`src/rtl/calc_n_if.sv`:
```
// calc_n_if: request/response bundle for calc_n.
//   req_cmd_in  [NPORTS*4]       per-port command, port p at [4p +: 4]
//   req_data_in [NPORTS*DATA_W]  op1 on the command cycle, op2 on the next
//   req_tag_in  [NPORTS*TAG_W]   tag, sampled on the command cycle
//   out_resp    [NPORTS*2]       0 none, 1 success, 2 error (one-cycle pulse)
//   out_data    [NPORTS*DATA_W]  result, 0 unless out_resp = 1
//   out_tag     [NPORTS*TAG_W]   tag of the responding request
//   out_busy    [NPORTS]         port cannot accept a new command this cycle
interface calc_n_if #(
  parameter int NPORTS = 4,
  parameter int DATA_W = 32,
  parameter int TAG_W  = 2
);
  logic [NPORTS*4-1:0]      req_cmd_in;
  logic [NPORTS*DATA_W-1:0] req_data_in;
  logic [NPORTS*TAG_W-1:0]  req_tag_in;
  logic [NPORTS*2-1:0]      out_resp;
  logic [NPORTS*DATA_W-1:0] out_data;
  logic [NPORTS*TAG_W-1:0]  out_tag;
  logic [NPORTS-1:0]        out_busy;

  modport master (
    output req_cmd_in, req_data_in, req_tag_in,
    input  out_resp, out_data, out_tag, out_busy
  );
  modport slave (
    input  req_cmd_in, req_data_in, req_tag_in,
    output out_resp, out_data, out_tag, out_busy
  );
endinterface

```
`src/rtl/calc_n.sv`:
```
// calc_n: NPORTS-port add/sub/shift engine with one shared ALU.
// Each port runs a two-cycle capture FSM (cmd+op1, then op2) that feeds a
// DEPTH-entry FIFO. A round-robin arbiter picks one nonempty FIFO per cycle;
// the ALU result is registered and shown on the granted port's outputs for
// exactly one cycle.
//   c_clk   clock, rising edge
//   reset   asynchronous, active low
//   bus     calc_n_if slave modport (request inputs, response/busy outputs)
// DATA_W must be >= 2 (shift amount needs at least one bit).

// Per-port capture FSM and request FIFO.
//   cmd/data/tag   port request inputs
//   deq            arbiter grant: pop the head entry this edge
//   busy           no room for another command (counts the one in OP2)
//   nonempty       FIFO holds at least one entry
//   h_*            head entry fields
module calc_n_port #(
  parameter int DATA_W = 32,
  parameter int DEPTH  = 4,
  parameter int TAG_W  = 2
) (
  input  logic              clk,
  input  logic              rst_n,
  input  logic [3:0]        cmd,
  input  logic [DATA_W-1:0] data,
  input  logic [TAG_W-1:0]  tag,
  input  logic              deq,
  output logic              busy,
  output logic              nonempty,
  output logic [3:0]        h_cmd,
  output logic [DATA_W-1:0] h_op1,
  output logic [DATA_W-1:0] h_op2,
  output logic [TAG_W-1:0]  h_tag
);
  localparam int AW = $clog2(DEPTH);
  localparam int OW = AW + 2;
  localparam logic [0:0] IDLE = 1'b0;
  localparam logic [0:0] OP2  = 1'b1;

  typedef struct packed {
    logic [3:0]        cmd;
    logic [DATA_W-1:0] op1;
    logic [DATA_W-1:0] op2;
    logic [TAG_W-1:0]  tag;
  } ent_t;

  logic [0:0]    state;
  ent_t          cap;
  ent_t          wr;
  ent_t          mem [DEPTH];
  logic [AW-1:0] wp, rp;
  logic [AW:0]   cnt;
  logic [OW-1:0] occ;
  logic          enq;

  // The OP2 cycle always enqueues; its slot was reserved by busy on entry.
  assign enq      = (state == OP2);
  assign occ      = {1'b0, cnt} + OW'(enq);
  assign busy     = occ >= OW'(DEPTH);
  assign nonempty = (cnt != '0);

  always_comb begin
    wr     = cap;
    wr.op2 = data;
  end

  always_ff @(posedge clk or negedge rst_n) begin
    if (!rst_n) begin
      state <= IDLE;
      cap   <= '0;
      wp    <= '0;
      rp    <= '0;
      cnt   <= '0;
    end else begin
      case (state)
        IDLE: if (cmd != 4'd0 && !busy) begin
          cap.cmd <= cmd;
          cap.op1 <= data;
          cap.tag <= tag;
          state   <= OP2;
        end
        default: state <= IDLE;
      endcase
      if (enq) wp <= wp + 1'b1;
      if (deq) rp <= rp + 1'b1;
      case ({enq, deq})
        2'b10:   cnt <= cnt + 1'b1;
        2'b01:   cnt <= cnt - 1'b1;
        default: cnt <= cnt;
      endcase
    end
  end

  // Storage carries no reset; cnt alone defines which entries are live.
  always_ff @(posedge clk) begin
    if (enq) mem[wp] <= wr;
  end

  ent_t head;
  assign head  = mem[rp];
  assign h_cmd = head.cmd;
  assign h_op1 = head.op1;
  assign h_op2 = head.op2;
  assign h_tag = head.tag;
endmodule

module calc_n #(
  parameter int NPORTS   = 4,
  parameter int DATA_W   = 32,
  parameter int DEPTH    = 4,
  parameter int TAG_W    = 2,
  parameter int SATURATE = 0
) (
  input  logic     c_clk,
  input  logic     reset,
  calc_n_if.slave  bus
);
  localparam int PW  = (NPORTS > 1) ? $clog2(NPORTS) : 1;
  localparam int SW  = PW + 1;
  localparam int SHW = $clog2(DATA_W);

  typedef struct packed {
    logic [1:0]        resp;
    logic [DATA_W-1:0] data;
    logic [TAG_W-1:0]  tag;
  } rsp_t;

  logic [NPORTS-1:0]             busy, nonempty, deq;
  logic [NPORTS-1:0][3:0]        h_cmd;
  logic [NPORTS-1:0][DATA_W-1:0] h_op1, h_op2;
  logic [NPORTS-1:0][TAG_W-1:0]  h_tag;

  for (genvar p = 0; p < NPORTS; p++) begin : g_port
    calc_n_port #(.DATA_W(DATA_W), .DEPTH(DEPTH), .TAG_W(TAG_W)) u_port (
      .clk      (c_clk),
      .rst_n    (reset),
      .cmd      (bus.req_cmd_in[4*p +: 4]),
      .data     (bus.req_data_in[DATA_W*p +: DATA_W]),
      .tag      (bus.req_tag_in[TAG_W*p +: TAG_W]),
      .deq      (deq[p]),
      .busy     (busy[p]),
      .nonempty (nonempty[p]),
      .h_cmd    (h_cmd[p]),
      .h_op1    (h_op1[p]),
      .h_op2    (h_op2[p]),
      .h_tag    (h_tag[p])
    );
  end

  // Round-robin: scan rr, rr+1, ... with wrap. Walking the offsets from the
  // far end down lets the nearest nonempty port overwrite the others.
  logic [PW-1:0] rr, gnt_idx;
  logic          gnt_vld;
  logic [SW-1:0] s;

  always_comb begin
    gnt_vld = 1'b0;
    gnt_idx = '0;
    s       = '0;
    for (int i = NPORTS - 1; i >= 0; i--) begin
      s = {1'b0, rr} + SW'(i);
      if (s >= SW'(NPORTS)) s = s - SW'(NPORTS);
      if (nonempty[s[PW-1:0]]) begin
        gnt_vld = 1'b1;
        gnt_idx = s[PW-1:0];
      end
    end
  end

  always_comb begin
    deq = '0;
    for (int p = 0; p < NPORTS; p++)
      deq[p] = gnt_vld && (gnt_idx == PW'(p));
  end

  // Shared ALU on the granted head entry.
  logic [3:0]        a_cmd;
  logic [DATA_W-1:0] a_op1, a_op2;
  logic [DATA_W:0]   a_sum;
  logic [SHW-1:0]    a_sh;
  rsp_t              a_rsp;

  assign a_cmd = h_cmd[gnt_idx];
  assign a_op1 = h_op1[gnt_idx];
  assign a_op2 = h_op2[gnt_idx];
  assign a_sum = {1'b0, a_op1} + {1'b0, a_op2};
  assign a_sh  = a_op2[SHW-1:0];

  always_comb begin
    a_rsp.resp = 2'd2;
    a_rsp.data = '0;
    a_rsp.tag  = h_tag[gnt_idx];
    case (a_cmd)
      4'd1: begin
        if (!a_sum[DATA_W]) begin
          a_rsp.resp = 2'd1;
          a_rsp.data = a_sum[DATA_W-1:0];
        end else if (SATURATE != 0) begin
          a_rsp.resp = 2'd1;
          a_rsp.data = '1;
        end
      end
      4'd2: begin
        if (a_op2 <= a_op1) begin
          a_rsp.resp = 2'd1;
          a_rsp.data = a_op1 - a_op2;
        end else if (SATURATE != 0) begin
          a_rsp.resp = 2'd1;
        end
      end
      4'd5: begin
        a_rsp.resp = 2'd1;
        a_rsp.data = a_op1 << a_sh;
      end
      4'd6: begin
        a_rsp.resp = 2'd1;
        a_rsp.data = a_op1 >> a_sh;
      end
      default: ;
    endcase
  end

  // Single result register; outputs are decoded from it so only the
  // granted port is ever nonzero and reset blanks everything at once.
  logic          res_vld;
  logic [PW-1:0] res_port;
  rsp_t          res;

  always_ff @(posedge c_clk or negedge reset) begin
    if (!reset) begin
      rr       <= '0;
      res_vld  <= 1'b0;
      res_port <= '0;
      res      <= '0;
    end else begin
      res_vld <= gnt_vld;
      if (gnt_vld) begin
        res_port <= gnt_idx;
        res      <= a_rsp;
        rr       <= (gnt_idx == PW'(NPORTS - 1)) ? '0 : gnt_idx + 1'b1;
      end
    end
  end

  logic [NPORTS-1:0][1:0]        o_resp;
  logic [NPORTS-1:0][DATA_W-1:0] o_data;
  logic [NPORTS-1:0][TAG_W-1:0]  o_tag;

  always_comb begin
    o_resp = '0;
    o_data = '0;
    o_tag  = '0;
    for (int p = 0; p < NPORTS; p++) begin
      if (res_vld && res_port == PW'(p)) begin
        o_resp[p] = res.resp;
        o_data[p] = res.data;
        o_tag[p]  = res.tag;
      end
    end
  end

  assign bus.out_resp = o_resp;
  assign bus.out_data = o_data;
  assign bus.out_tag  = o_tag;
  assign bus.out_busy = busy;
endmodule

```
`src/flat_wrapper.sv`:
```
// flat-port wrapper written by rule: the top's interface ports become plain ports
module calc_n_flat 
#(
  parameter int NPORTS   = 4,
  parameter int DATA_W   = 32,
  parameter int DEPTH    = 4,
  parameter int TAG_W    = 2,
  parameter int SATURATE = 0
)
  (c_clk, reset, bus_req_cmd_in, bus_req_data_in, bus_req_tag_in, bus_out_resp, bus_out_data, bus_out_tag, bus_out_busy);
  calc_n_if #(.NPORTS(NPORTS), .DATA_W(DATA_W), .TAG_W(TAG_W)) bus_i ();
  input  logic c_clk;
  input  logic reset;
  input wire logic [$bits(bus_i.req_cmd_in)-1:0] bus_req_cmd_in;
  input wire logic [$bits(bus_i.req_data_in)-1:0] bus_req_data_in;
  input wire logic [$bits(bus_i.req_tag_in)-1:0] bus_req_tag_in;
  output wire logic [$bits(bus_i.out_resp)-1:0] bus_out_resp;
  output wire logic [$bits(bus_i.out_data)-1:0] bus_out_data;
  output wire logic [$bits(bus_i.out_tag)-1:0] bus_out_tag;
  output wire logic [$bits(bus_i.out_busy)-1:0] bus_out_busy;
  assign bus_i.req_cmd_in = bus_req_cmd_in;
  assign bus_i.req_data_in = bus_req_data_in;
  assign bus_i.req_tag_in = bus_req_tag_in;
  assign bus_out_resp = bus_i.out_resp;
  assign bus_out_data = bus_i.out_data;
  assign bus_out_tag = bus_i.out_tag;
  assign bus_out_busy = bus_i.out_busy;
  calc_n #(.NPORTS(NPORTS), .DATA_W(DATA_W), .DEPTH(DEPTH), .TAG_W(TAG_W), .SATURATE(SATURATE)) u_core (.c_clk(c_clk), .reset(reset), .bus(bus_i));
endmodule
```
`config.mk`:
```
export PLATFORM = sky130hd
export DESIGN_NAME = calc_n_flat
export DESIGN_NICKNAME = d
export VERILOG_FILES = /design/src/rtl/calc_n_if.sv /design/src/rtl/calc_n.sv /design/src/flat_wrapper.sv
export SDC_FILE = /design/constraint.sdc
export NUM_CORES = 2
export LEC_CHECK = 0
export CAP_MARGIN = 20
export CORE_ASPECT_RATIO = 0.5
export CORE_MARGIN = 5
export CORE_UTILIZATION = 50
export DETAILED_ROUTE_END_ITERATION = 10
export GPL_ROUTABILITY_DRIVEN = 1
export PLACE_DENSITY = 0.68
export SKIP_LAST_GASP = 1
export SYNTH_ARGS = -nofsm -noshare
export SYNTH_HDL_FRONTEND = slang
export SYNTH_SLANG_ARGS = --single-unit
```
`constraint.sdc`:
```
create_clock -name c_clk -period 6.5 [get_ports c_clk]
set_clock_uncertainty 0.2 [all_clocks]
set_input_delay 0.65 -clock c_clk [delete_from_list [all_inputs] [get_ports c_clk]]
set_output_delay 0.65 -clock c_clk [all_outputs]
set_load 0.01 [all_outputs]
```
== After elaboration in Yosys (flattened, before gate mapping) ==
Memories as Yosys holds them, arrays and structs flattened.
Cells that the tools add are included.
Widths: inputs -> output; s select.
Cells by class
  $add $sub $neg: 30
  multiply operators: 0
  div/mod/pow operators: 0
  magnitude comparators: 14
  equal/unequal tests: 18
  shift-type cells: 2
  mux-type cells: 64
  bitwise gates (word level): 4
  reduce and logical (&&, ||, !) cells: 34
Operators by type and width (count)
  $mux 32: 6
  $pmux 34 s4: 1
  $bmux 32 s2: 2
  $mux 34: 2
  $mux 2: 18
  $add 32x32->33: 1
  $le 32x32->1: 1
  $shl 32x5->32: 1
  $shr 32x5->32: 1
  $sub 32x32->32: 1
  $mux 1: 24
  $pmux 3 s2: 4
  $add 2x1->2 const B: 9
  $add 3x1->4: 4
  $eq 2x2->1 const B: 8
  $ge 4x3->1 const B: 4
  $reduce_bool 4->1: 4
  $lt 2x3->1 const B: 5
  $add 3x1->3 const B: 4
  $eq 2x1->1 const B: 6
  $logic_and 1x1->1: 12
  $reduce_bool 3->1: 4
  $sub 3x1->3 const B: 4
  $ge 3x3->1 const B: 3
  16 further kinds: 37
Word-level totals
  flip-flop bits (word level): 225
  bits in latches: 0
  bits in writable memories: 1120
  bits in read-only memories: 0
  word-level logic and storage cells: 204
  memories: 4
Memory list
  u_core.g_port[0].u_port.mem: words 4, width 70, read ports 1, clocked after Yosys merged registers in 0, write ports 1, line calc_n.sv:50  | ent_t mem [DEPTH];
  u_core.g_port[1].u_port.mem: words 4, width 70, read ports 1, clocked after Yosys merged registers in 0, write ports 1, line calc_n.sv:50
  u_core.g_port[2].u_port.mem: words 4, width 70, read ports 1, clocked after Yosys merged registers in 0, write ports 1, line calc_n.sv:50
  u_core.g_port[3].u_port.mem: words 4, width 70, read ports 1, clocked after Yosys merged registers in 0, write ports 1, line calc_n.sv:50

== Depth between registers and ports, before layout ==
  depth after elaboration: 14
  depth in mapped cells: 24

== Cells and area by module ==
From an unflattened synthesis, not the netlist that was laid out.
Second synthesis, totals
  cells, all modules: 3808
  area total of the unflattened synthesis: 60468.0 µm²
Modules (own cells, without submodules)
  calc_n_port (u_core.g_port[0].u_port ...): instances 2, cells an instance 484, area an instance 12065.3 µm², seq. area each 9559.2 µm²
  calc_n: instances 1, cells an instance 1870, area an instance 12310.6 µm², seq. area each 1026.0 µm²
  calc_n_port (u_core.g_port[3].u_port): instances 1, cells an instance 484, area an instance 12067.8 µm², seq. area each 9559.2 µm²
  calc_n_port (u_core.g_port[2].u_port): instances 1, cells an instance 486, area an instance 11959.0 µm², seq. area each 9559.2 µm²

== Least setup slack after synthesis ==
OpenSTA, ideal clock, no wires.
  path kind: reg2reg
  start: register u_core.g_port[0].u_port.cnt[1]
  end: register u_core.res[33] (netlist bit)
  setup time: 0.145 ns
  arrival: 5.454 ns
  slack: 0.701 ns
  stages on the path, launching flop included: 24
  buffers on the path: 6
  period minus slack after synthesis: 5.799 ns
  path through: dfrtp_1 > or3_1 > a211oi_1 > o21a_2 > buf_6 > buf_6 > buf_4 > buf_1 > buf_2 > mux2i_1 > mux2i_1 > ha_1 > clkbuf_1 > o21ai_0 > and2_1 > a2111oi_0 > or3_1 > a31oi_1 > o31ai_1 > a31o_2 > o21ai_1 > and4_1 > nor4_1 > a41oi_1
Between the ends
  cells in the longest elaborated chain, start to end: 12
  elaborated cells on any way between the ends: 35
  those cells by class: 2 x add/sub; 1 x order compare; 4 x eq/ne; 2 x shift; 25 x mux; 1 x reduce/logical
RTL lines
  from (decl): line calc_n.sv:52  | logic [AW:0] cnt;
  from (signal assigned): line calc_n.sv:87  | 2'b10: cnt <= cnt + 1'b1;
  from (signal assigned): line calc_n.sv:88  | 2'b01: cnt <= cnt - 1'b1;
  from (signal assigned): line calc_n.sv:89  | default: cnt <= cnt;
  $reduce_bool 3->1 *: line calc_n.sv:60  | assign nonempty = (cnt != '0);
  $bmux 1 s2: line calc_n.sv:163  | if (nonempty[s[PW-1:0]]) begin
  $mux 1 (implied by the code): line calc_n.sv:163
  $mux 2 (4 in a row): line calc_n.sv:163
  $bmux 32 s2, on equally long branches: line calc_n.sv:184, calc_n.sv:185
  $mux 32, on equally long branches: line calc_n.sv:184, calc_n.sv:185
  $sub 32x32->32, or another cell as far along: line calc_n.sv:206  | a_rsp.data = a_op1 - a_op2;
  $mux 34, on equally long branches: line calc_n.sv:204, calc_n.sv:195
  $pmux 34 s4: line calc_n.sv:193  | case (a_cmd)
  to (signal assigned): line calc_n.sv:239  | res <= a_rsp;
  to (decl): line calc_n.sv:227  | rsp_t res;
Every way passes the cells marked *; elsewhere a longest branch is shown, timed or not. The select of a mux whose other input is x is not followed.
A chain may end at the register's enable or synchronous reset.

== Worst setup path in the final report ==
  start: register u_core.g_port[0].u_port.cnt[0]
  end: register u_core.res[27] (netlist bit)
Same word-level chain as after synthesis.

==> impl_metrics.json <==
{
  "grt_max_degree": 122,
  "final_cell_mix": "1120 x edfxtp_1, 449 x nand2_1, 300 x clkdlybuf4s50_1",
  "finalCriticalPeriod_ns": 6.35,
  "dieArea_um2": 127000,
  "viasPerCell": 6.13,
  "synth_seq_area_share_pct": 65.6,
  "async_flop_share_pct": 16.7,
  "final_common_cell": "edfxtp_1",
  "synth.avg_cell_area_um2": 15.6,
  "maxCapViolCount": 0,
  "hpwl_mm": 138,
  "antenna_found_initial": 14,
  "clock-sinks": 1345,
  "min_path_type": "in -> reg",
  "num_rows": 89,
  "ff2ff_setup_slack_ns": 0.15,
  "die_w_um": 499,
  "wl_per_cell_um": 32.4,
  "io_pins": 302,
  "required_ns": 6.84,
  "cts-root-buf": "clkbuf_16",
  "gp_congestion": 1.00,
  "rsz0062_at_grt": "false",
  "status": "completed",
  "routed_wl_mm": 192,
  "final.setup.tns_ns": 0,
  "post-route-drc-count": 0,
  "first_pass_iters": 6,
  "grt_pass1_vias": 35200,
  "synth_ff_type": "edfxtp_1",
  "worst_pin_slew_ns": 1.17,
  "synthCells": 3828,
  "fin_nets": 4468,
  "slew_headroom_pct": 22.1,
  "ys_types": 98,
  "cts_buffers": 112,
  "hold_viol": 0,
  "pre_cts_ws_ns": 0.133,
  "path_clk_slew_ns": 0.07,
  "setup_ws_ns": 0.155,
  "h-tree-depth": 3,
  "holdWs_ns": 0.219,
  "fin_crit_sh_pct": 97.6,
  "cts_tree": "done",
  "worstSetupEndpointType": "register",
  "layout-drive-gt1-share_pct": 18.3,
  "yosys_warnings": 0,
  "coreArea_um2": 118000,
  "netlist_area_um2": 59900,
  "insertion_delay_ns": 0.76,
  "ant_nets": 0,
  "ys_ff_latch": 1345,
  "worstPathArrival_ns": 6.69,
  "start_kind": "register",
  "vias": 36200,
  "crit_path_max_fanout": 32,
  "initial_core_util_pct": 50.6,
  "max_freq_mhz": 158,
  "port_buffers": 301,
  "setup_viol": 0,
  "grt_pass1_wl_mm": 269,
  "critical_path_class": "reg -> reg",
  "syn_to_final_growth_pct": 15.8,
  "clk_path_buf_depth": 3,
  "syn-num-nets": 4077,
  "drt_iter0_drc": 4395,
  "drv_slew": 0,
  "track_usage_pct": 30.0,
  "grt_remaining_overflow": 0,
  "synth-edff-count": 1120,
  "dieHeight_um": 255
}
-- synth_stat cells, types with 8 or more instances --
master | instances | share of area [%]
edfxtp_1 | 1120 | 56
nand2_1 | 449 | 2.8
mux2i_1 | 289 | 4.8
mux4_2 | 279 | 10
dfrtp_1 | 225 | 9.4
and2_1 | 169 | 1.8
nor2_1 | 141 | 0.88
inv_1 | 126 | 0.79
clkbuf_1 | 111 | 0.70
ha_1 | 89 | 1.9
mux2_2 | 85 | 1.6
a21oi_1 | 76 | 0.64
o21ai_0 | 58 | 0.48
xnor2_1 | 54 | 0.79
buf_2 | 51 | 0.43
nor3_1 | 39 | 0.33
o22ai_1 | 34 | 0.36
nand3_1 | 23 | 0.19
xor2_1 | 23 | 0.34
buf_1 | 22 | 0.14
a221oi_1 | 20 | 0.29
a22oi_1 | 20 | 0.25
a21o_1 | 18 | 0.23
a211oi_1 | 16 | 0.20
buf_4 | 15 | 0.19
o21ai_1 | 14 | 0.12
o21bai_1 | 14 | 0.18
o31ai_1 | 14 | 0.18
a32oi_1 | 13 | 0.19
a31oi_1 | 12 | 0.13
buf_6 | 12 | 0.23
nor2b_1 | 12 | 0.13
or3_1 | 11 | 0.11
nand2b_1 | 10 | 0.10
o221ai_1 | 10 | 0.15
o32ai_1 | 8 | 0.12
-- area by class of cell --
cell class,count,area [um2]
fillers,9124,49100
flip-flops and latches,1345,39300
multi-input cells,2135,19200
repair buffers,488,4650
clock buffers,151,3070
well taps,1592,1990
clock inverters,62,569
inverters,137,517
diodes,5,12.5
-- critical path, stage by stage (launching register included) --
cell and delay, ns:
dfrtp_1 0.43, nor3_1 0.50, o22ai_1 0.31, o22ai_4 0.20, buf_4 0.24, buf_6 0.38
mux2i_1 0.58, ha_1 0.43, or4_1 0.74, or3_1 0.41, nand4_1 0.17, o21ai_1 0.13
a21o_1 0.29, nand3_1 0.11, a41oi_1 0.21, o31ai_1 0.30, xnor2_1 0.14, a22oi_1 0.22
a32oi_1 0.12
-- sequential cells by signal (all words and copies together), names as in the netlist --
name                      cells
u_core.g_port.u_port.mem   1120
u_core.g_port.u_port.cap    152
u_core.res                   36
u_core.g_port.u_port.cnt     12
u_core.g_port.u_port.rp       8
u_core.g_port.u_port.wp       8
u_core.g_port.u_port.enq      4
u_core.res_port               2
u_core.rr                     2
u_core.res_vld                1
-- cells by family after synthesis --
logic type / count (synthesis) / share of synthesized area (%)
flops: 1345 / 65.6
simple gates: 899 / 6.92
mux: 657 / 17.0
compound gates: 407 / 4.72
buf+inv: 348 / 2.54
fa+ha+maj: 95 / 2.06
xor+xnor: 77 / 1.13
-- worst paths after layout --
path	endpoint	from	depth (start not counted)
max in group asynchronous	u_core.res[11]	reset	3
max	u_core.res[27]	u_core.g_port[0].u_port.cnt[0]	18
min reg2reg	u_core.g_port[3].u_port.mem[2][35]	u_core.g_port[3].u_port.cap[35]	0
min	u_core.g_port[1].u_port.cap[1]	bus_req_tag_in[3]	3
max reg2reg	u_core.res[27]	u_core.g_port[0].u_port.cnt[0]	18
min in group asynchronous	u_core.g_port[1].u_port.cap[44]	reset	2
-- per-layer routing --
layer / share of wire [%] / routed length [um] / global-route usage [%] / up-vias
li1: - / - / - / 15400
met5: 0.0057 / 11 / 0 / -
met3: 9.4 / 18100 / 7.95 / 261
met2: 45 / 85700 / 45.0 / 1633
met4: 3.3 / 6260 / 9.03 / 2
met1: 43 / 81700 / 43.6 / 18900
-- per-stage QoR --
stage	utilization (%)	instance area, um2	std cells
3_5_place_dp	55.4	65500	5690
5_1_grt	58.6	69300	5912
2_1_floorplan	-	59900	3828
6_report	58.6	69300	5915
3_3_place_gp	55.3	65500	5688
4_1_cts	58.4	69200	5904
-- repair_timing --
| item | in CTS | in global routing |
|---|---|---|
| setup buffers | 0 | 4 |
| endpoints found under the hold margin | 52 | 0 |
| resized for setup | 0 | 9 |
| hold buffers | 1 | 0 |
| setup endpoints to repair | 0 | 17 |
Power is left out: the tool's default activity adds up to more than one toggle a clock period on the data nets, which glitch-free logic cannot reach.
